==> src/rtl/msg_pkg.sv <==
// ---------------------------------------------------------------------------
// msg_pkg -- shared definitions for the UART/cell message buffer.
//
// Contents:
//   ADDR_WIDTH   width of one cell coordinate field minus one
//   MSG_WIDTH    packed message width, 2*(ADDR_WIDTH+1)+4 = 14
//   msg_t        packed message {i, j, status}
//   STATUS_IDLE  status code carried when a cell has nothing to report
//   wr_state_t / rd_state_t / queue_dbg_t
//                handshake states of msg_queue, exported through the
//                debug field of msg_queue_if
// ---------------------------------------------------------------------------
package msg_pkg;

    localparam int ADDR_WIDTH = 4;
    localparam int MSG_WIDTH  = 2 * (ADDR_WIDTH + 1) + 4;

    typedef struct packed {
        logic [ADDR_WIDTH:0] i;
        logic [ADDR_WIDTH:0] j;
        logic [3:0]          status;
    } msg_t;

    localparam logic [3:0] STATUS_IDLE = 4'hF;

    // Producer side: WR_ACK means write_ack is high and the current
    // write_en phase has already been consumed.
    typedef enum logic {
        WR_IDLE = 1'b0,
        WR_ACK  = 1'b1
    } wr_state_t;

    // Consumer side: RD_DONE means the head was popped for the current
    // read_ack phase; nothing more is offered until read_ack goes low.
    typedef enum logic {
        RD_IDLE = 1'b0,
        RD_DONE = 1'b1
    } rd_state_t;

    typedef struct packed {
        wr_state_t wr;
        rd_state_t rd;
    } queue_dbg_t;

endpackage

==> src/rtl/msg_queue_if.sv <==
// ---------------------------------------------------------------------------
// msg_queue_if -- producer and consumer handshake bundle of msg_queue.
//
// Handshake (both sides are level-based 4-phase):
//   producer: raise write_en with write valid, wait for write_ack=1, drop
//             write_en, wait for write_ack=0. One message per write_en phase.
//   consumer: when read_en=1 the head is on read; raise read_ack, see
//             read_en drop, drop read_ack. One message per read_ack phase.
//
// Signals:
//   write     [WIDTH]  message to enqueue        (producer -> queue)
//   write_en           producer request          (producer -> queue)
//   write_ack          push acknowledge          (queue -> producer)
//   read      [WIDTH]  head message              (queue -> consumer)
//   read_en            head available            (queue -> consumer)
//   read_ack           consumer done with head   (consumer -> queue)
//   dbg                handshake state snapshot  (queue -> observers)
//
// Modports: master = producer/consumer environment, slave = the queue.
// ---------------------------------------------------------------------------
interface msg_queue_if #(
    parameter int WIDTH = 14
);
    import msg_pkg::*;

    logic [WIDTH-1:0] write;
    logic             write_en;
    logic             write_ack;
    logic [WIDTH-1:0] read;
    logic             read_en;
    logic             read_ack;
    queue_dbg_t       dbg;

    modport master (
        output write, write_en, read_ack,
        input  write_ack, read, read_en, dbg
    );

    modport slave (
        input  write, write_en, read_ack,
        output write_ack, read, read_en, dbg
    );

endinterface

==> src/rtl/msg_queue_mem.sv <==
// ---------------------------------------------------------------------------
// msg_queue_mem -- DEPTH x WIDTH register file, one write port, one
// asynchronous read port. Contents are not reset.
//
// Ports:
//   i_clk    clock, write on posedge
//   i_we     write enable
//   i_waddr  write address
//   i_wdata  write data
//   i_raddr  read address
//   o_rdata  read data, combinational from i_raddr
// ---------------------------------------------------------------------------
module msg_queue_mem #(
    parameter int WIDTH = 14,
    parameter int DEPTH = 4,
    parameter int AW    = $clog2(DEPTH)
) (
    input  logic             i_clk,
    input  logic             i_we,
    input  logic [AW-1:0]    i_waddr,
    input  logic [WIDTH-1:0] i_wdata,
    input  logic [AW-1:0]    i_raddr,
    output logic [WIDTH-1:0] o_rdata
);

    logic [WIDTH-1:0] r_mem [DEPTH];

    always_ff @(posedge i_clk) begin
        if (i_we) begin
            r_mem[i_waddr] <= i_wdata;
        end
    end

    assign o_rdata = r_mem[i_raddr];

endmodule

==> src/rtl/msg_queue.sv <==
// ---------------------------------------------------------------------------
// msg_queue -- synchronous FIFO of fixed-width messages with 4-phase
// request/acknowledge handshakes on both the producer and consumer side.
//
// Ports:
//   clk     system clock, all logic on posedge
//   reset   synchronous, active-high reset
//   bus     msg_queue_if.slave (write/write_en/write_ack,
//           read/read_en/read_ack, dbg)
//   full, empty, count
//           occupancy status, present only when QUEUE_STATUS_EN is defined
//
// Optional feature macro: QUEUE_STATUS_EN.
// ---------------------------------------------------------------------------
module msg_queue
    import msg_pkg::*;
#(
    parameter int WIDTH = MSG_WIDTH,
    parameter int DEPTH = 4
) (
    input  logic             clk,
    input  logic             reset,
    msg_queue_if.slave       bus
`ifdef QUEUE_STATUS_EN
    ,
    output logic             full,
    output logic             empty,
    output logic [$clog2(DEPTH):0] count
`endif
);

    localparam int AW = $clog2(DEPTH);
    localparam int CW = AW + 1;
    localparam logic [CW-1:0] FULL_COUNT = CW'(DEPTH);

    wr_state_t        r_wr_state;
    wr_state_t        w_wr_next;
    rd_state_t        r_rd_state;
    rd_state_t        w_rd_next;
    logic [AW-1:0]    r_head;
    logic [AW-1:0]    r_tail;
    logic [CW-1:0]    r_count;
    logic [CW-1:0]    w_count_next;
    logic             w_full;
    logic             w_empty;
    logic             w_push;
    logic             w_pop;
    logic [WIDTH-1:0] w_mem_rdata;

    assign w_full  = (r_count == FULL_COUNT);
    assign w_empty = (r_count == '0);

    // A pop frees a slot in the same cycle, so a pending push into a full
    // queue lands together with the pop. When full, head == tail: the
    // popped entry is overwritten at the edge, after it was consumed.
    assign w_pop  = bus.read_ack && (r_rd_state == RD_IDLE) && !w_empty;
    assign w_push = bus.write_en && (r_wr_state == WR_IDLE) && (!w_full || w_pop);

    msg_queue_mem #(
        .WIDTH (WIDTH),
        .DEPTH (DEPTH),
        .AW    (AW)
    ) u_mem (
        .i_clk   (clk),
        .i_we    (w_push),
        .i_waddr (r_tail),
        .i_wdata (bus.write),
        .i_raddr (r_head),
        .o_rdata (w_mem_rdata)
    );

    // Next-state logic for both handshakes and the occupancy count.
    always_comb begin
        w_wr_next    = r_wr_state;
        w_rd_next    = r_rd_state;
        w_count_next = r_count;

        case (r_wr_state)
            WR_IDLE: if (w_push)        w_wr_next = WR_ACK;
            WR_ACK:  if (!bus.write_en) w_wr_next = WR_IDLE;
            default:                    w_wr_next = WR_IDLE;
        endcase

        case (r_rd_state)
            RD_IDLE: if (w_pop)         w_rd_next = RD_DONE;
            RD_DONE: if (!bus.read_ack) w_rd_next = RD_IDLE;
            default:                    w_rd_next = RD_IDLE;
        endcase

        if (w_push && !w_pop) begin
            w_count_next = r_count + CW'(1);
        end else if (!w_push && w_pop) begin
            w_count_next = r_count - CW'(1);
        end
    end

    always_ff @(posedge clk) begin
        if (reset) begin
            r_wr_state <= WR_IDLE;
            r_rd_state <= RD_IDLE;
            r_head     <= '0;
            r_tail     <= '0;
            r_count    <= '0;
        end else begin
            r_wr_state <= w_wr_next;
            r_rd_state <= w_rd_next;
            r_count    <= w_count_next;
            // DEPTH is a power of two, so the natural wrap is modulo DEPTH.
            if (w_push) begin
                r_tail <= r_tail + AW'(1);
            end
            if (w_pop) begin
                r_head <= r_head + AW'(1);
            end
        end
    end

    assign bus.write_ack = (r_wr_state == WR_ACK);
    assign bus.read_en   = !w_empty && (r_rd_state == RD_IDLE);
    assign bus.read      = w_empty ? '0 : w_mem_rdata;
    assign bus.dbg       = '{wr: r_wr_state, rd: r_rd_state};

`ifdef QUEUE_STATUS_EN
    assign full  = w_full;
    assign empty = w_empty;
    assign count = r_count;
`endif

endmodule

==> src/flat_wrapper.sv <==
// flat-port wrapper written by rule: the top's interface ports become plain ports
module msg_queue_flat import msg_pkg::*;
#(
    parameter int WIDTH = MSG_WIDTH,
    parameter int DEPTH = 4
)
  (clk, reset, bus_write, bus_write_en, bus_read_ack, bus_write_ack, bus_read, bus_read_en, bus_dbg);
  msg_queue_if #(.WIDTH(WIDTH)) bus_i ();
  input  logic clk;
  input  logic reset;
  input wire logic [$bits(bus_i.write)-1:0] bus_write;
  input wire logic [$bits(bus_i.write_en)-1:0] bus_write_en;
  input wire logic [$bits(bus_i.read_ack)-1:0] bus_read_ack;
  output wire logic [$bits(bus_i.write_ack)-1:0] bus_write_ack;
  output wire logic [$bits(bus_i.read)-1:0] bus_read;
  output wire logic [$bits(bus_i.read_en)-1:0] bus_read_en;
  output wire logic [$bits(bus_i.dbg)-1:0] bus_dbg;
  assign bus_i.write = bus_write;
  assign bus_i.write_en = bus_write_en;
  assign bus_i.read_ack = bus_read_ack;
  assign bus_write_ack = bus_i.write_ack;
  assign bus_read = bus_i.read;
  assign bus_read_en = bus_i.read_en;
  assign bus_dbg = bus_i.dbg;
  msg_queue #(.WIDTH(WIDTH), .DEPTH(DEPTH)) u_core (.clk(clk), .reset(reset), .bus(bus_i));
endmodule
==> config.mk <==
export PLATFORM = sky130hd
export DESIGN_NAME = msg_queue_flat
export DESIGN_NICKNAME = d
export VERILOG_FILES = /design/src/rtl/msg_pkg.sv /design/src/rtl/msg_queue_if.sv /design/src/rtl/msg_queue_mem.sv /design/src/rtl/msg_queue.sv /design/src/flat_wrapper.sv
export SDC_FILE = /design/constraint.sdc
export NUM_CORES = 1
export LEC_CHECK = 0
export CORE_ASPECT_RATIO = 0.7
export CORE_MARGIN = 2
export CORE_UTILIZATION = 55
export DETAILED_ROUTE_END_ITERATION = 7
export HOLD_SLACK_MARGIN = 0.03
export PLACE_DENSITY_LB_ADDON = 0.12
export SETUP_SLACK_MARGIN = 0.15
export SYNTH_ARGS = -nofsm -noshare
export SYNTH_HDL_FRONTEND = slang
export SYNTH_SLANG_ARGS = --single-unit
==> constraint.sdc <==
create_clock -name clk -period 5.2 [get_ports clk]
set_input_delay 1.56 -clock clk [delete_from_list [all_inputs] [get_ports clk]]
set_output_delay 1.56 -clock clk [all_outputs]
set_load 0.005 [all_outputs]
==> results.tsv <==
metric	value	unit
max_slew_margin	0.395	
ys_top_cells_by_count	edfxtp_1, and2_1, dfxtp_1, mux4_2, inv_1	
p_per_area	460	nW/µm²
drtAntennaViolNets	0	
dp_hpwl	2880	µm
ys_types	31	
cts_tree	built	
worst_pin_slew	0.906	ns
vias	1423	
yosysWarnings	0	
cp.buffers_inverters	1	
synthDominantCellAreaShare	0.612	
synthArstFlopShare	0	
crit_family	flip-flops	
pwr-share-clk	0.256	
pwr-share-comb	0.286	
crit_path_max_fanout	14	
antenna_found_initial	0	
crit_arrival	2.51	ns
crit_slowest_cell	dfxtp_1	
clkSinkCount	67	
ys_seq_area_frac	0.692	
syn_to_final_growth	19.9	%
synth_edf_count	56	
ir_worst_vdd	0.254	mV
max_stage_delay	0.91	ns
clockBufferDepth	2	
ctsHoldBuffers	0	
rsz0062_at_grt	false	
p_leak	1.13	nW
max_cap_violations	0	
core_area	4810	µm²
worstPathCellList	mux4_1, and2_1, clkdlybuf4s50_1	
ctsHtreeMaxLevel	3	
slew_violations	0	
finalCriticalPeriod	4.07	ns
grt_pass1_wl	6920	µm
fin_crit_sh	0.782	
critPathCaptureType	output pin	
ys_seq_elements	67	
diodes	0	
finalHoldViolCount	0	
critPathLaunchType	flip-flop	
clock_skew	0.0104	ns
synth_flop_cell	edfxtp_1	
p_sw_frac	0.263	
worstSkewPairLatency	0.34	ns
synth_area_leaders	edfxtp_1, mux4_2, dfxtp_1	
drive_gt1_frac	0.117	
hold_path.class	flip-flop to flip-flop	
p_seq_frac	0.458	
rows	21	
netlist_instances	155	
grt-ovfl-total	0	
syn_area_per_cell	17.7	µm²
cts_root_buffer	clkbuf_8	
cts_resized	0	
nFillCells	330	
grt_max_degree	18	
worstPathRequired	3.64	ns
ios	36	
track_usage	0.180	
nNetsFinal	217	
finalWorstSetupSlack	1.13	ns
max_freq	0.246	GHz
first_iter_violations	71	
avgRoutedWirePerCell	17.1	µm
post_cts_buffers	0	
outcome	finished, final reports clean	
first_global_vias	1458	
fin_cells	266	
initial_core_util	0.571	
chipHeight	63.1	µm
crit_type	flip-flop to output pin	
holdWs	0.506	ns
synth_most_common_cell	edfxtp_1	
syn_area	2750	µm²
setup_viol	0	
fin_setup_tns	0	ns
place.gp.congestion	0.699	
design.die.area	5590	µm²
p_int	0.00112	W
io_buffers	35	
drc	0	
cts_inserted_buffers	9	
dp_cells	251	
totalWireLength	4550	µm
p_total	0.00152	W
synthesis.nets	179	
path_clk_slew	0.07	ns
viasPerCell	5.35	
synth_area_leader_cell	edfxtp_1	
power.switching	0.000398	W
drt_pass1_iterations	4	
die_w	88.5	µm
pre_cts_slack	1.30	ns
==> placed cells by master (no fill, tap or decap), types with 3 or more instances in the layout <==
cell type / count
nor2_1: 5
mux4_2: 10
ha_1: 5
dfxtp_1: 11
edfxtp_1: 56
inv_1: 6
and2_1: 18
a21oi_1: 4
nor2b_1: 4
clkdlybuf4s50_1: 35
mux4_1: 4
or3_1: 3
clkbuf_8: 9
==> flip-flops by register name, summed over array words and instances (netlist names), named ones only <==
signal / cells
u_core.bus.write_ack: 1
u_core.r_count: 3
u_core.r_head: 2
u_core.r_rd_state: 1
u_core.r_tail: 2
u_core.u_mem.r_mem: 56
==> cells by family after synthesis <==
logic type | Yosys count | synth area share
mux | 16 | 0.128
xor+xnor | 2 | 0.00638
compound gates | 11 | 0.0269
fa+ha+maj | 6 | 0.0301
flops | 67 | 0.692
buf+inv | 14 | 0.0314
simple gates | 39 | 0.0851
==> per-stage QoR <==
step / util / instance area (µm²)
floorplan: - / 2750
global placement: 0.649 / 3120
detailed placement: 0.649 / 3120
CTS: 0.685 / 3290
global route: 0.685 / 3290
finish: 0.685 / 3290
==> power groups by stage <==
stage	combinational [W]	sequential (W)	clock (W)
final	0.000434	0.000694	0.000388
after floorplan	0.000275	0.000673	0
after global routing	0.000476	0.000702	0.000423
after global placement	0.000428	0.000701	0
after CTS	0.000442	0.000695	0.000399
after detailed placement	0.000441	0.000707	0
==> worst reg2reg max path, delay by kind of cell (launching register included) <==
| family | cells | cell delay (ns) |
|---|---|---|
| fa+ha+maj | 2 | 0.56 |
| compound gates | 1 | 0.16 |
| xor+xnor | 1 | 0.16 |
| flops | 1 | 0.38 |
| buf+inv | 1 | 0.06 |
| simple gates | 3 | 1.11 |
==> final cells by class <==
cell class	count	area [µm²]	share of cell area
clock inverter	4	42.5	0.0129
timing repair buffer	35	350	0.106
tap	69	86.3	0.0262
multi-input combinational	74	759	0.231
inverter	6	22.5	0.00684
clock buffer	11	131	0.0399
sequential	67	1900	0.577
==> worst paths after layout <==
path | from | end | slack [ns] | depth (start not counted)
setup / recovery | flip-flop | bus_read[1] | 1.13 | 3
hold / removal | u_core.bus.write_ack | u_core.bus.write_ack | 0.51 | 2
setup reg to reg | u_core.r_count[0] | u_core.r_count[2] | 2.70 | 8
hold reg to reg | u_core.bus.write_ack | u_core.bus.write_ack | 0.51 | 2
==> routing by layer <==
layer	part of all wire	track usage
met1	0.42	0.211
met4	0.0057	0.0455
met3	0.047	0.0944
met5	0	0
met2	0.53	0.293
No activity file was read; power rests on OpenSTA's default activity.
